===== config.mk =====
export PLATFORM = sky130hd
export DESIGN_NAME = nes_controller_responder
export DESIGN_NICKNAME = d
export VERILOG_FILES = /design/src/rtl/nes_controller_responder.sv
export SDC_FILE = /design/constraint.sdc
export NUM_CORES = 1
export LEC_CHECK = 0
export BUFFER_PORTS_ARGS = -buffer_cell sky130_fd_sc_hd__buf_4
export CAP_MARGIN = 10
export CORE_ASPECT_RATIO = 1.4
export CORE_MARGIN = 10
export CORE_UTILIZATION = 50
export DETAILED_ROUTE_END_ITERATION = 7
export GPL_TIMING_DRIVEN = 0
export PLACE_DENSITY = 0.7
export SYNTH_ARGS = -nofsm -noshare
export SYNTH_HDL_FRONTEND = slang
export SYNTH_SLANG_ARGS = --single-unit

===== constraint.sdc =====
create_clock -name clk -period 2.45 [get_ports clk]
set_input_delay 0.1225 -clock clk [delete_from_list [all_inputs] [get_ports clk]]
set_output_delay 0.1225 -clock clk [all_outputs]
set_load 0.02 [all_outputs]

===== src/rtl/nes_controller_responder.sv =====
// rtl/nes_controller_responder.sv - NES joypad (4021-style) serial responder on the latch/clk/data host interface
module nes_controller_responder #(
    parameter int SYNC_STAGES    = 2,
    parameter int TIMEOUT_CYCLES = 4096,
    parameter int TO_W           = 12
) (
    input  logic       clk,
    input  logic       rst_n,
    input  logic [7:0] buttons,
    input  logic       nes_latch,
    input  logic       nes_clk,
    output logic       nes_data,
    output logic       frame_done,
    output logic       timeout,
    output logic [7:0] poll_count
);

    typedef enum logic [1:0] {IDLE, LOAD, SHIFT, DRAIN} state_t;

    // The last idle cycle is detected one count early so TIMEOUT_CYCLES = 2^TO_W still fits.
    localparam logic [TO_W-1:0] TO_LAST = TO_W'(TIMEOUT_CYCLES - 1);
    localparam logic [TO_W-1:0] TO_ONE  = TO_W'(1);

    logic [SYNC_STAGES-1:0] latch_sync_q;
    logic [SYNC_STAGES-1:0] clk_sync_q;
    logic                   latch_prev_q;
    logic                   clk_prev_q;

    state_t          state_q;
    logic [7:0]      shreg_q;
    logic [2:0]      bit_cnt_q;
    logic [TO_W-1:0] to_cnt_q;
    logic            data_q;
    logic            frame_done_q;
    logic            timeout_q;
    logic [7:0]      poll_q;

    logic latch_s;
    logic clk_s;
    logic latch_rise;
    logic latch_fall;
    logic clk_rise;

    always_ff @(posedge clk) begin
        if (!rst_n) begin
            latch_sync_q <= '0;
            clk_sync_q   <= '0;
            latch_prev_q <= 1'b0;
            clk_prev_q   <= 1'b0;
        end else begin
            latch_sync_q <= {latch_sync_q[SYNC_STAGES-2:0], nes_latch};
            clk_sync_q   <= {clk_sync_q[SYNC_STAGES-2:0], nes_clk};
            latch_prev_q <= latch_sync_q[SYNC_STAGES-1];
            clk_prev_q   <= clk_sync_q[SYNC_STAGES-1];
        end
    end

    assign latch_s    = latch_sync_q[SYNC_STAGES-1];
    assign clk_s      = clk_sync_q[SYNC_STAGES-1];
    assign latch_rise = latch_s & ~latch_prev_q;
    assign latch_fall = ~latch_s & latch_prev_q;
    assign clk_rise   = clk_s & ~clk_prev_q;

    always_ff @(posedge clk) begin
        if (!rst_n) begin
            state_q      <= IDLE;
            shreg_q      <= 8'hFF;
            bit_cnt_q    <= 3'd0;
            to_cnt_q     <= '0;
            data_q       <= 1'b1;
            frame_done_q <= 1'b0;
            timeout_q    <= 1'b0;
            poll_q       <= 8'd0;
        end else begin
            frame_done_q <= 1'b0;
            timeout_q    <= 1'b0;
            // A new latch always wins, aborting any partial frame and masking a coincident clock edge.
            if (latch_rise) begin
                state_q  <= LOAD;
                shreg_q  <= ~buttons;
                data_q   <= ~buttons[0];
                to_cnt_q <= '0;
            end else begin
                case (state_q)
                    IDLE: begin
                        data_q <= 1'b1;
                        if (latch_s) begin
                            state_q <= LOAD;
                            shreg_q <= ~buttons;
                            data_q  <= ~buttons[0];
                        end
                    end
                    LOAD: begin
                        if (latch_fall) begin
                            state_q   <= SHIFT;
                            bit_cnt_q <= 3'd0;
                            to_cnt_q  <= '0;
                        end else begin
                            shreg_q <= ~buttons;
                            data_q  <= ~buttons[0];
                        end
                    end
                    SHIFT, DRAIN: begin
                        if (clk_rise) begin
                            shreg_q  <= {1'b0, shreg_q[7:1]};
                            data_q   <= shreg_q[1];
                            to_cnt_q <= '0;
                            if (state_q == SHIFT) begin
                                bit_cnt_q <= bit_cnt_q + 3'd1;
                                // Bit 7 now exposed: the frame is complete.
                                if (bit_cnt_q == 3'd6) begin
                                    frame_done_q <= 1'b1;
                                    poll_q       <= poll_q + 8'd1;
                                    state_q      <= DRAIN;
                                end
                            end
                        end else if (to_cnt_q == TO_LAST) begin
                            timeout_q <= 1'b1;
                            state_q   <= IDLE;
                            data_q    <= 1'b1;
                            to_cnt_q  <= '0;
                        end else begin
                            to_cnt_q <= to_cnt_q + TO_ONE;
                        end
                    end
                    default: state_q <= IDLE;
                endcase
            end
        end
    end

    assign nes_data   = data_q;
    assign frame_done = frame_done_q;
    assign timeout    = timeout_q;
    assign poll_count = poll_q;

endmodule


; Yosys cells after proc, flatten, opt, wreduce, memory -nomap -nowiden
; Cells that the tools add are included.
[classes]
n_eq_ne = 19
muxes = 29
n_reduce_logical = 13
bitwise_logic = 13
addsub = 3
[ops]
columns = cell, count
row1 = two-way mux 12 bit, 3
row2 = two-way mux 8 bit, 4
row3 = one-hot mux 12 bit (2 select lines), 1
row4 = one-hot mux 8 bit (3 select lines), 1
row5 = != test 3 bit (second input constant), 7
row6 = AND reduction 5 bit, 4
row7 = adder 12 x 1 -> 12 bit (second input constant), 1
row8 = equality test 12 bit (second input constant), 1
row9 = two-way mux 2 bit, 6
row10 = != test 4 bit (second input constant), 3
row11 = two-way mux 3 bit, 3
row12 = inverter 1 bit, 9
row13 = adder 8 x 1 -> 8 bit (second input constant), 1
row14 = two-way mux 1 bit, 8
row15 = != test 2 bit (second input constant), 4
row16 = inverter 8 bit, 1
row17 = one-hot mux 2 bit (3 select lines), 1
row18 = one-hot mux 3 bit (2 select lines), 1
row19 = OR reduction 5 bit, 1
row20 = equality test 2 bit (second input constant), 2
row21 = AND reduction 2 bit, 2
row22 = OR reduction 2 bit, 2
row23 = OR reduction 4 bit, 1
row24 = adder 3 x 1 -> 3 bit (second input constant), 1
row25 = other kinds (7), 9
[word_totals]
reg_bits = 42
in_bits = 12
output_inout_bits = 11
word_cells = 90

; Longest topological paths before layout
[logic_depth]
depth_word = 6
ltp_mapped = 9
depth_no_buf = 6

; Worst setup path before layout
; No wires, ideal clock.
[synth_path]
path_type = register to register
from = reg latch_prev_q
to = reg poll_q[5] (netlist: poll_count[5])
path_buffers = 1
required_ns = 2.379
arrival_ns = 1.870
slack_ns = 0.510
synth_period_minus_slack_ns = 1.940
stages_incl_launch_ff = 8
setup_time_ns = 0.071
cell_sequence = dfxtp_1 -> inv_1 -> ha_1 -> clkbuf_1 -> nand2b_1 -> or4_4 -> or3_1 -> a21oi_1
[synth_via]
elab_chain_len = 4
[synth_rtl]
columns = element, line_no
row1 = from (decl), 26  ; logic latch_prev_q;
row2 = from (signal assigned), 53  ; latch_prev_q <= latch_sync_q[SYNC_STAGES-1];
row3 = inverter 1 bit, 60  ; assign latch_rise = latch_s & ~latch_prev_q;
row4 = bitwise AND 1 bit, 60
row5 = inverter 1 bit (no line), n/a
row6 = AND reduction 5 bit (no line), n/a
row7 = to (signal assigned), 113  ; poll_q <= poll_q + 8'd1;
row8 = to (decl), 36  ; logic [7:0] poll_q;
; No other way between the ends.
; A chain may end at the register's enable or synchronous reset.

; Worst setup path after layout
[layout_path]
from = reg latch_sync_q[1]
to = reg shreg_q[2]
[layout_via]
elab_chain_len = 4
word_cells_on_any_way = 8
classes_between = 3 x eq/ne / 1 x mux / 3 x bitwise / 1 x reduce/logical
[layout_rtl]
columns = element, line_no
row1 = from (decl), 24  ; logic [SYNC_STAGES-1:0] latch_sync_q;
row2 = from (signal assigned), 51  ; latch_sync_q <= {latch_sync_q[SYNC_STAGES-2:0], nes_latch};
row3 = inverter 1 bit, 61  ; assign latch_fall = ~latch_s & latch_prev_q;
row4 = bitwise AND 1 bit, 61
row5 = != test 3 bit (no line), n/a
row6 = AND reduction 3 bit (no line), n/a
row7 = to (signal assigned), 80  ; shreg_q <= ~buttons;
row8 = to (signal assigned), 89  ; shreg_q <= ~buttons;
row9 = to (signal assigned), 99  ; shreg_q <= ~buttons;
row10 = to (decl), 30  ; logic [7:0] shreg_q;
; Parallel ways exist; a longest one is shown, timed or not.

==> flow_summary.ini <==
[outcome]
outcome = finished clean

[min_path]
hold_path_class = in -> reg
min_from = nes_latch
holdPathStages = 2
whs_endpoint = latch_sync_q[0]

[yosys]
synthTopCellsByArea = dfxtp_1 (42%), xnor2_1 (5.0%), nor2_1 (4.6%)
avgSynthCellArea_um2 = 8.47
synth-seq-cells = 41
syn-cell-area_um2 = 1940
synth_edf_count = 0
syn_nets = 248
async_flop_share = 0
synthCells = 229
yosys.area.top_type = dfxtp_1
ys_warn_count = 0
yosys_most_used_dff = dfxtp_1
netlist.area_leader.share = 0.423
yosysSeqAreaShare = 0.423
ys_types = 40

[timing]
hold_ws_ns = 0.0348
max_slew_margin = 0.661
max_freq_mhz = 456
rsz0062_at_grt = false
period_share = 0.896
setup_violations = 0
slew_violations = 0
worst_pin_slew_ns = 0.509
finalHoldViolations = 0
fin_skew_ns = 0.00977
finalWorstSetupSlack_ns = 0.255
tns_ns = 0
layout_min_cycle_time_ns = 2.19

[pwr]
ir_drop_v = 0.000523
power.leakage_uw = 0.000820
total_power_uw = 1220
p_per_area_nw_per_um2 = 547

[place]
pre_cts_ws_ns = 0.189
gp_congestion = 0.834
port_buffers = 21
place_hpwl_um = 2970
dp.cells = 292

[route]
drt_first_pass_iters = 4
wirelength_um = 4060
drtIter0Drc = 80
wire_per_inst_um = 13.5
viasPerCell = 5.49
ant_nets = 0
vias = 1648
drc = 0

[critical_path]
crit_required_ns = 2.61
r2r_start = latch_sync_q[1]
cp_max_fo = 10
cp_slowest_cell = buf_1
critPathArrivalTime_ns = 2.36
startpoint_type = register
crit_buf_inv = 3
crit_path_end_kind = register
path_depth = 8
r2r_end = shreg_q[2]
r2r_cells = 8
critPathTopFamily = buffers and inverters
path_cells = ha_1 -> clkbuf_1 -> nand2b_1 -> clkbuf_1 -> buf_1 -> nand2_1 -> o2111ai_1 -> nand3_1
critPathKind = reg -> reg
rrSetupSlack_ns = 0.26
cpMostUsedCell = clkbuf_1
slowest_delay_ns = 0.40

[run]
drv_cap = 0

[global_routing]
grt.total_usage = 0.132
grt_overflow_total = 0
grt_pass1_wl_um = 7420
grt_max_degree = 13
grt_pass1_vias = 1711
antenna_found_initial = 0

[floorplanning]
coreArea_um2 = 3710
dieHeight_um = 93.7
io_pins = 23
fp.dieArea_um2 = 6810
die_x_um = 72.6
start_util = 0.523
rows = 26

[finish]
antenna_cells = 0
nFillCells = 367
drive_above_1_share = 0.128
area_growth_pct = 15.4
fin_nets = 276
stdcell_count = 300

[cts]
postCtsSetupRepairBufs = 0
insertion_delay_ns = 0.29
ctsHoldBuffers = 0
cts_made_buffers = 5
cts-root-buf = clkbuf_8
tritoncts = yes
htreeDepth = 2
cts_max_path_buffers = 2
numClockSinks = 41
clk_pin_slew_ns = 0.08
-- cells in the mapped netlist (all sizes together) (2+ instances only) --
library cell and n:
a211oi 2, dfxtp 41, clkbuf 11, a21oi 13, mux2i 4, nor3 6
ha 7, o21ai 12, or3 6, and2 7, nor2 24, o2111ai 6
nand2b 4, nand2 20, xnor2 11, a211o 2, nor4 6, xor2 3
nand4 7, nand3 13, a21o 3, inv 6
-- metrics by stage --
step / utilization / cell area (um2)
6_report: 0.603 / 2240
5_1_grt: 0.603 / 2240
2_1_floorplan: - / 1940
3_3_place_gp: 0.580 / 2150
3_5_place_dp: 0.580 / 2150
4_1_cts: 0.602 / 2230
-- area by class of cell --
type | instances | area (um2) | area share
timing repair buffer | 21 | 158 | 0.0705
multi-input combinational | 170 | 1050 | 0.471
inverter | 6 | 22.5 | 0.0101
tap | 42 | 52.6 | 0.0235
clock buffer | 7 | 76.3 | 0.0341
clock inverter | 1 | 7.51 | 0.00336
buffer | 12 | 46.3 | 0.0207
sequential | 41 | 821 | 0.367
-- worst max-delay path by stage --
stage,startpoint,endpoint,slack (ns)
global placement,latch_sync_q[1],to_cnt_q[1],0.21
detailed placement,latch_sync_q[1],to_cnt_q[1],0.19
floorplan,latch_prev_q,poll_count[5],0.51
finish,latch_sync_q[1],shreg_q[2],0.26
CTS,latch_sync_q[1],to_cnt_q[1],0.17
global route,latch_sync_q[1],shreg_q[1],0.001
-- flip-flops by register name (all words and copies together), names as in the netlist --
name	flops
bit_cnt_q	3
clk_prev_q	1
clk_sync_q	2
frame_done	1
latch_prev_q	1
latch_sync_q	2
nes_data	1
poll_count	8
shreg_q	7
state_q	2
timeout	1
to_cnt_q	12
-- power breakdown --
group / internal [uW] / switching (uW) / leakage, uW
sequential: 688 / 10.5 / 0.000333
combinational: 43.0 / 58.7 / 0.000448
clock: 202 / 222 / 0.0000385
total: 932 / 291 / 0.000820
-- cells by family (layout without fill, tap and decap cells) --
logic type,count (synthesis),in the layout,synth area share
AO/OA/AOI/OAI,43,43,0.142
XOR/XNOR,14,14,0.0632
adder cells (fa/ha/maj),7,7,0.0452
buffers and inverters,18,47,0.0355
flip-flops,41,41,0.423
multiplexers,4,4,0.0206
AND/OR/NAND/NOR,102,102,0.270
-- layout by cell type (no fill, tap or decap), drive strengths merged, types with 11 or more instances in the layout --
master,count
buf,22
dfxtp,41
nand2,20
a21oi,13
o21ai,12
nand3,13
xnor2,11
clkbuf,18
nor2,24
-- repair_timing --
item	in CTS	in global routing
endpoints found under the hold margin	0	0
setup endpoints to repair	0	6
gates resized for setup	0	1
-- routing by layer --
layer | vias to the layer above | global-route usage | wire length, um
met3 | 4 | 0.0392 | 96
met2 | 25 | 0.229 | 2080
met5 | - | 0 | 0
li1 | 870 | - | -
met1 | 749 | 0.148 | 1860
met4 | 0 | 0.0429 | 26
No activity file was read; power rests on OpenSTA's default activity.
